File: src/rtl/ace_snoop_responder.sv
// ACE snoop responder: accepts one AC snoop at a time, looks up the line tag,
// answers on CR, streams the line on CD when data is transferred, then updates line state.
module ace_snoop_responder #(
  parameter int AddrWidth = 64,
  parameter int DataWidth = 64,
  parameter int LineWidth = 512,
  localparam int Beats = LineWidth / DataWidth,
  localparam int BeatWidth = (Beats > 1) ? $clog2(Beats) : 1
) (
  input  logic                 clk_i,
  input  logic                 rst_i,
  input  logic                 ac_valid_i,
  output logic                 ac_ready_o,
  input  logic [AddrWidth-1:0] ac_addr_i,
  input  logic [3:0]           ac_snoop_i,
  output logic                 cr_valid_o,
  input  logic                 cr_ready_i,
  output logic [4:0]           cr_resp_o,
  output logic                 cd_valid_o,
  input  logic                 cd_ready_i,
  output logic [DataWidth-1:0] cd_data_o,
  output logic                 cd_last_o,
  output logic [AddrWidth-1:0] line_addr_o,
  output logic                 tag_req_o,
  input  logic                 tag_gnt_i,
  input  logic                 tag_rvalid_i,
  input  logic [2:0]           tag_state_i,
  output logic                 data_req_o,
  input  logic                 data_gnt_i,
  output logic [BeatWidth-1:0] data_beat_o,
  input  logic                 data_rvalid_i,
  input  logic [DataWidth-1:0] data_rdata_i,
  output logic                 upd_valid_o,
  input  logic                 upd_ready_i,
  output logic [1:0]           upd_op_o
);

  localparam int OffsetBits = $clog2(LineWidth / 8);
  localparam logic [AddrWidth-1:0] LineMask =
    ~((AddrWidth'(1) << OffsetBits) - AddrWidth'(1));
  localparam logic [BeatWidth-1:0] LastBeat = BeatWidth'(Beats - 1);
  localparam logic [4:0] RespError = 5'b00010;

  localparam logic [3:0] SNP_READ_ONCE     = 4'b0000;
  localparam logic [3:0] SNP_READ_SHARED   = 4'b0001;
  localparam logic [3:0] SNP_READ_CLEAN    = 4'b0010;
  localparam logic [3:0] SNP_READ_NSD      = 4'b0011;
  localparam logic [3:0] SNP_READ_UNIQUE   = 4'b0111;
  localparam logic [3:0] SNP_CLEAN_SHARED  = 4'b1000;
  localparam logic [3:0] SNP_CLEAN_INVALID = 4'b1001;
  localparam logic [3:0] SNP_MAKE_INVALID  = 4'b1101;

  localparam logic [1:0] OP_KEEP       = 2'd0;
  localparam logic [1:0] OP_INVALIDATE = 2'd1;
  localparam logic [1:0] OP_CLEAN      = 2'd2;

  typedef enum logic [2:0] {
    IDLE,
    TAG_REQ,
    TAG_WAIT,
    CR,
    CD_REQ,
    CD_WAIT,
    CD_SEND,
    UPD
  } state_e;

  state_e               state_reg, state_next;
  logic [AddrWidth-1:0] line_addr_reg, line_addr_next;
  logic [3:0]           snoop_reg, snoop_next;
  logic [4:0]           cr_resp_reg, cr_resp_next;
  logic [1:0]           upd_op_reg, upd_op_next;
  logic [BeatWidth-1:0] beat_reg, beat_next;
  logic [DataWidth-1:0] cd_data_reg, cd_data_next;

  logic                 tag_hit, tag_dirty, tag_shared;
  logic [4:0]           lookup_resp;
  logic [1:0]           lookup_op;

  function automatic logic is_supported(input logic [3:0] code);
    case (code)
      SNP_READ_ONCE, SNP_READ_SHARED, SNP_READ_CLEAN, SNP_READ_NSD,
      SNP_READ_UNIQUE, SNP_CLEAN_SHARED, SNP_CLEAN_INVALID,
      SNP_MAKE_INVALID: return 1'b1;
      default:          return 1'b0;
    endcase
  endfunction

  assign tag_hit    = tag_state_i[0];
  assign tag_dirty  = tag_state_i[1];
  assign tag_shared = tag_state_i[2];

  // Response bits are {WasUnique, IsShared, PassDirty, Error, DataTransfer}.
  always_comb begin
    lookup_resp = 5'b00000;
    lookup_op   = OP_KEEP;
    if (tag_hit) begin
      lookup_resp[4] = ~tag_shared;
      case (snoop_reg)
        SNP_READ_ONCE: begin
          lookup_resp[3] = 1'b1;
          lookup_resp[0] = 1'b1;
        end
        SNP_READ_SHARED, SNP_READ_CLEAN, SNP_READ_NSD: begin
          lookup_resp[3] = 1'b1;
          lookup_resp[2] = tag_dirty;
          lookup_resp[0] = 1'b1;
          lookup_op      = OP_CLEAN;
        end
        SNP_READ_UNIQUE: begin
          lookup_resp[2] = tag_dirty;
          lookup_resp[0] = 1'b1;
          lookup_op      = OP_INVALIDATE;
        end
        SNP_CLEAN_INVALID: begin
          lookup_resp[2] = tag_dirty;
          lookup_resp[0] = tag_dirty;
          lookup_op      = OP_INVALIDATE;
        end
        SNP_CLEAN_SHARED: begin
          lookup_resp[3] = 1'b1;
          lookup_resp[2] = tag_dirty;
          lookup_resp[0] = tag_dirty;
          lookup_op      = OP_CLEAN;
        end
        SNP_MAKE_INVALID: begin
          lookup_op      = OP_INVALIDATE;
        end
        default: begin
          lookup_resp = 5'b00000;
          lookup_op   = OP_KEEP;
        end
      endcase
    end
  end

  always_comb begin
    state_next     = state_reg;
    line_addr_next = line_addr_reg;
    snoop_next     = snoop_reg;
    cr_resp_next   = cr_resp_reg;
    upd_op_next    = upd_op_reg;
    beat_next      = beat_reg;
    cd_data_next   = cd_data_reg;
    case (state_reg)
      IDLE: begin
        if (ac_valid_i) begin
          line_addr_next = ac_addr_i & LineMask;
          snoop_next     = ac_snoop_i;
          if (is_supported(ac_snoop_i)) begin
            state_next = TAG_REQ;
          end else begin
            cr_resp_next = RespError;
            upd_op_next  = OP_KEEP;
            state_next   = CR;
          end
        end
      end
      TAG_REQ: begin
        if (tag_gnt_i) state_next = TAG_WAIT;
      end
      TAG_WAIT: begin
        if (tag_rvalid_i) begin
          cr_resp_next = lookup_resp;
          upd_op_next  = lookup_op;
          state_next   = CR;
        end
      end
      CR: begin
        if (cr_ready_i) begin
          if (cr_resp_reg[0])            state_next = CD_REQ;
          else if (upd_op_reg != OP_KEEP) state_next = UPD;
          else                            state_next = IDLE;
        end
      end
      CD_REQ: begin
        if (data_gnt_i) state_next = CD_WAIT;
      end
      CD_WAIT: begin
        if (data_rvalid_i) begin
          cd_data_next = data_rdata_i;
          state_next   = CD_SEND;
        end
      end
      CD_SEND: begin
        if (cd_ready_i) begin
          if (beat_reg == LastBeat) begin
            beat_next  = '0;
            state_next = (upd_op_reg != OP_KEEP) ? UPD : IDLE;
          end else begin
            beat_next  = beat_reg + BeatWidth'(1);
            state_next = CD_REQ;
          end
        end
      end
      UPD: begin
        if (upd_ready_i) state_next = IDLE;
      end
      default: state_next = IDLE;
    endcase
  end

  always_ff @(posedge clk_i or posedge rst_i) begin
    if (rst_i) begin
      state_reg     <= IDLE;
      line_addr_reg <= '0;
      snoop_reg     <= '0;
      cr_resp_reg   <= '0;
      upd_op_reg    <= OP_KEEP;
      beat_reg      <= '0;
      cd_data_reg   <= '0;
    end else begin
      state_reg     <= state_next;
      line_addr_reg <= line_addr_next;
      snoop_reg     <= snoop_next;
      cr_resp_reg   <= cr_resp_next;
      upd_op_reg    <= upd_op_next;
      beat_reg      <= beat_next;
      cd_data_reg   <= cd_data_next;
    end
  end

  // Handshake outputs decode the state register only, so no ready/gnt input reaches them.
  assign ac_ready_o  = (state_reg == IDLE);
  assign tag_req_o   = (state_reg == TAG_REQ);
  assign data_req_o  = (state_reg == CD_REQ);
  assign cr_valid_o  = (state_reg == CR);
  assign cd_valid_o  = (state_reg == CD_SEND);
  assign upd_valid_o = (state_reg == UPD);
  assign cd_last_o   = (state_reg == CD_SEND) && (beat_reg == LastBeat);
  assign cr_resp_o   = cr_resp_reg;
  assign cd_data_o   = cd_data_reg;
  assign line_addr_o = line_addr_reg;
  assign data_beat_o = beat_reg;
  assign upd_op_o    = upd_op_reg;

endmodule

File: config.mk
export PLATFORM = sky130hd
export DESIGN_NAME = ace_snoop_responder
export DESIGN_NICKNAME = d
export VERILOG_FILES = /design/src/rtl/ace_snoop_responder.sv
export SDC_FILE = /design/constraint.sdc
export NUM_CORES = 1
export LEC_CHECK = 0
export ABC_AREA = 0
export ABC_CLOCK_PERIOD_IN_PS = 6400
export CAP_MARGIN = 30
export CORE_MARGIN = 1.5
export CORE_UTILIZATION = 27
export DETAILED_ROUTE_END_ITERATION = 10
export GPL_TIMING_DRIVEN = 0
export PLACE_DENSITY = 0.68
export SYNTH_ARGS = -nofsm -noshare
export SYNTH_HDL_FRONTEND = slang
export SYNTH_SLANG_ARGS = --single-unit
File: constraint.sdc
create_clock -name clk_i -period 6.4 [get_ports clk_i]
set_input_delay 1.28 -clock clk_i [delete_from_list [all_inputs] [get_ports clk_i]]
set_output_delay 1.28 -clock clk_i [all_outputs]
set_load 0.005 [all_outputs]
## Word-level counts from Yosys, hierarchy flattened

Memories as Yosys holds them, arrays and structs flattened.
Cells that the tools add are included.

- Multiplexer cells: 31
- Equality and inequality tests: 24
- Reduce and logical (&&, ||, !) cells: 17
- Bitwise operators: 1
- Add/subtract/negate cells: 1

Operator list:

| operator | count |
|---|---|
| $mux W3 | 12 |
| $pmux W3 S8 | 1 |
| $mux W5 | 4 |
| $eq A3 B3 Y1 const B | 5 |
| $eq A4 B4 Y1 const B | 3 |
| $mux W2 | 5 |
| $ne A2 B1 Y1 const B | 5 |
| $pmux W5 S2 | 1 |
| $reduce_or A5 Y1 | 2 |
| $eq A4 B2 Y1 const B | 2 |
| $ne A2 B2 Y1 const B | 4 |
| $pmux W2 S2 | 2 |
| $reduce_and A8 Y1 | 1 |
| $reduce_or A8 Y1 | 1 |
| $eq A3 B2 Y1 const B | 2 |
| $reduce_and A2 Y1 | 3 |
| $reduce_or A6 Y1 | 1 |
| $mux W1 | 5 |
| $eq A4 B1 Y1 const B | 1 |
| $eq A4 B3 Y1 const B | 1 |
| $logic_not A4 Y1 | 1 |
| $reduce_and A4 Y1 | 1 |
| $reduce_bool A2 Y1 | 2 |
| $reduce_or A4 Y1 | 1 |
| other kinds (8) | 8 |

- Register bits after elaboration: 139
- Output and inout port bits: 145
- ROM bits: 16
- Memories kept: 1

Memories:

| memory | depth | bits a word | rd ports | clocked after memory_dff | write ports | RTL line | text |
|---|---|---|---|---|---|---|---|
| (no name shown) | 16 | 1 | 1 | 0 | 0 | 81 | `case (code)` |

## Logic depth before layout (Yosys ltp)

- Word-level depth: 6
- Gate-level depth with buffers: 7
- Depth with buffers taken out: 7

## Worst setup path after synthesis

Ideal clock, no wire load.

- Kind: input to register
- From: input ac_snoop_i[1]
- To: register cr_resp_reg[0], in the netlist cr_resp_o[0]
- Arrival: 2.227 ns
- Required time: 6.275 ns
- Stages on the path: 5
- Path slack: 4.049 ns
- Buffers on the path: 0
- Cell sequence: o21ai_0 -> a22o_1 -> and3_1 -> a31o_2 -> mux2_2

- Cells in the longest elaborated chain, start to end: 5

RTL lines:

| what | RTL line | text |
|---|---|---|
| from (decl) | 15 | `input logic [3:0] ac_snoop_i,` |
| $mem_v2 Z16 W1 | - |  |
| $mux W1 | 147 | `if (ac_valid_i) begin` |
| $mux W1 | 145 | `case (state_reg)` |
| $ne A2 B2 Y1 (no line) | - |  |
| $reduce_and A4 Y1 (no line) | - |  |
| to (signal assigned) | 216 | `cr_resp_reg <= cr_resp_next;` |
| to (decl) | 71 | `logic [4:0] cr_resp_reg, cr_resp_next;` |

Every way passes these cells. The select of a mux whose other input is x is not followed.
A chain may end at the register's enable or synchronous reset.

## Worst setup path after layout

- From: register state_reg[1]
- To: output cd_valid_o

- Cells in the longest elaborated chain, start to end: 1

RTL lines:

| what | RTL line | text |
|---|---|---|
| from (decl) | 68 | `state_e state_reg, state_next;` |
| from (signal assigned) | 213 | `state_reg <= state_next;` |
| $eq A3 B3 Y1 | 228 | `assign cd_valid_o = (state_reg == CD_SEND);` |
| to (decl) | 19 | `output logic cd_valid_o,` |

Every way passes these cells.

==> impl_metrics.json <==
{
  "status": "complete, no violations",
  "grt_pass1_vias": 4278,
  "path_delay_family": "buffers and inverters",
  "layout_common_cells": "clkdlybuf4s50_1, dfrtp_1, mux2_2, mux2_4, clkbuf_16",
  "initial_utilization": 0.274,
  "die_w_um": 151,
  "final_util": 0.447,
  "clock_latency_ns": 0.41,
  "synthToLayoutAreaGrowth_pct": 63.1,
  "die_area_mm2": 0.0229,
  "min_period_over_period": 0.516,
  "slew_headroom": 0.661,
  "crit_required_ns": 5.12,
  "first_iter_violations": 88,
  "clk_pin_slew_worst_paths_ns": 0.06,
  "cp_cell_sequence": "buf_2 -> buf_2 -> nand2_1 -> nor2_1 -> clkdlybuf4s50_1",
  "track_usage": 0.131,
  "dpl.hpwl_um": 11200,
  "switchingPower_mw": 1.23,
  "port_buffers": 277,
  "ctsRootBufferMaster": "clkbuf_16",
  "fin_cells": 974,
  "synth_area_leaders": "dfrtp_1, mux2_4, mux2_2, buf_6, buf_4",
  "drcViolationCount": 0,
  "synth_top_area_frac": 0.585,
  "synthDistinctLibCells": 40,
  "fin_nets": 829,
  "power_frac_comb": 0.439,
  "drv_cap": 0,
  "crit_slowest_cell": "clkdlybuf4s50_1",
  "setup_viol": 0,
  "fin_crit_ns": 3.30,
  "netlist_area_mm2": 0.00594,
  "grt_max_degree": 93,
  "dp_cells": 943,
  "ctsHoldBuffers": 0,
  "max_stage_delay_ns": 0.59,
  "worstSetupPathType": "flip-flop to primary output",
  "rows": 54,
  "drive_gt1_frac": 0.280,
  "fillers": 1965,
  "hold_viol_final": 0,
  "clock_sinks": 139,
  "place_congestion": 0.751,
  "p_int_mw": 3.28,
  "seq_area_frac_synth": 0.585,
  "dr.pass1.iters": 4,
  "yosys_register_bits": 139,
  "ant_nets": 0,
  "numCtsBuffers": 17,
  "final_max_slew_viol_count": 0,
  "vias": 4145,
  "largest_reg_flops": 64,
  "worstMarginPinSlew_ns": 0.509,
  "peakVddDrop_mv": 0.193,
  "cts_resized": 0,
  "fin_worst_skew_ns": 0.00828,
  "critPathMaxFanout": 10,
  "grt_overflow_total": 0,
  "cp_num_buf_inv": 3,
  "antenna_cells": 0,
  "crit_arrival_ns": 2.02,
  "cp-end-kind": "primary output",
  "start_kind": "flip-flop",
  "routed_wl_um": 15100,
  "p_per_area_mw_per_mm2": 465,
  "seqPwrFrac": 0.346,
  "swShare": 0.272,
  "leakage_nw": 4.26,
  "routedWlPerCell_um": 15.5,
  "cts_tree": "done",
  "max_freq_ghz": 0.303,
  "clk_path_buf_depth": 2,
  "rsz0062_at_grt": "no",
  "die_h_um": 151,
  "yosys.area.top_type": "dfrtp_1",
  "final_common_cell": "clkdlybuf4s50_1",
  "postCtsSetupRepairBufs": 0,
  "syn_inst": 380,
  "synth_area_per_cell_um2": 15.6,
  "core_area_mm2": 0.0217,
  "ios": 290,
  "min_path_type": "flip-flop to flip-flop",
  "htreeDepth": 4,
  "yosys_warnings": 0,
  "via_per_inst": 4.26,
  "p_clk_frac": 0.215,
  "grt_pass1_wl_um": 22900,
  "antenna_found_initial": 0,
  "critPathMostFrequentCell": "buf_2"
}
cell usage after synthesis:
cell	number
a2111o_1	1
a211oi_1	1
a21o_1	2
a21oi_1	2
a21oi_2	2
a22o_1	1
a22oi_1	2
a31o_2	1
a31oi_1	1
a32oi_1	1
and2_1	1
and3_1	3
buf_2	2
buf_4	8
buf_6	13
clkbuf_1	2
conb_1	1
dfrtp_1	139
ha_1	2
inv_1	8
mux2_2	73
mux2_4	60
mux2i_1	2
nand2_1	8
nand3_1	3
nand4_1	1
nand4_4	1
nor2_1	10
nor3_1	6
nor3_2	1
nor3_4	1
nor3b_1	3
nor4_1	1
nor4b_1	1
nor4bb_1	1
o21ai_0	10
o21ai_2	1
o31ai_1	1
o41ai_1	2
or3_1	1
metal layers:
metal / vias to the layer above / global-route usage / wire (um)
met5: - / 0 / 0
met4: 0 / 0.0529 / 229
met3: 15 / 0.0488 / 1400
met2: 171 / 0.210 / 7260
met1: 2010 / 0.159 / 6240
li1: 1949 / - / -
area by class of cell:
type | count | area (um^2) | area share
well taps | 280 | 350 | 0.0361
clock inverters | 10 | 116 | 0.0120
clock buffers | 21 | 460 | 0.0475
plain buffers | 25 | 224 | 0.0231
multi-input cells | 213 | 2230 | 0.230
inverters | 8 | 35.0 | 0.00361
repair buffers | 278 | 2800 | 0.289
flip-flops and latches | 139 | 3480 | 0.359
kinds of logic (layout without fill, tap and decap cells):
| kind of cell | count (synthesis) | after routing | synth area share |
|---|---|---|---|
| flops | 139 | 139 | 0.585 |
| mux | 135 | 135 | 0.293 |
| simple gates | 42 | 42 | 0.0413 |
| buf+inv | 33 | 342 | 0.0427 |
| compound gates | 28 | 28 | 0.0324 |
| fa+ha+maj | 2 | 2 | 0.00421 |
| other cells | 1 | 6 | 0.000631 |
per-stage QoR:
step | worst slack (ns) | hold slack (ns) | power, mW | setup TNS, ns | cell area, um^2
final | 3.10 | 0.503 | 4.51 | 0 | 9690
after global routing | 2.93 | 0.518 | 4.80 | 0 | 9690
after CTS | 3.05 | 0.507 | 4.59 | 0 | 9690
after global placement | -0.830 | 0.487 | 3.54 | -113.44 | 9080
after floorplan | 1.40 | 0.490 | 2.44 | 0 | 5960
after detailed placement | 3.39 | 0.492 | 3.58 | 0 | 9120
final timing paths:
path	startpoint	end	slack, ns	depth (start not counted)
min in group asynchronous	rst_i	line_addr_o[10]	1.27	2
max in group asynchronous	rst_i	state_reg[1]	4.28	3
max	state_reg[1]	cd_valid_o	3.10	5
min	line_addr_o[25]	line_addr_o[25]	0.50	1
max reg2reg	state_reg[1]	line_addr_o[9]	4.66	6
min reg2reg	line_addr_o[25]	line_addr_o[25]	0.50	1
worst register-to-register path, cell delays in order (launching register included):
cell	delay (ns)
dfrtp_1	0.35
buf_2	0.17
nor3_4	0.20
and2_1	0.14
buf_4	0.20
buf_4	0.21
mux2_2	0.35
power by group through the flow:
| stage | logic (mW) | clock network [mW] | registers [mW] |
|---|---|---|---|
| after floorplan | 0.852 | 0 | 1.59 |
| final | 1.98 | 0.970 | 1.56 |
| after global placement | 1.98 | 0 | 1.56 |
| after global routing | 2.13 | 1.05 | 1.62 |
| after CTS | 2.02 | 1.01 | 1.57 |
| after detailed placement | 2.01 | 0 | 1.57 |
No activity file was read; power rests on OpenSTA's default activity.
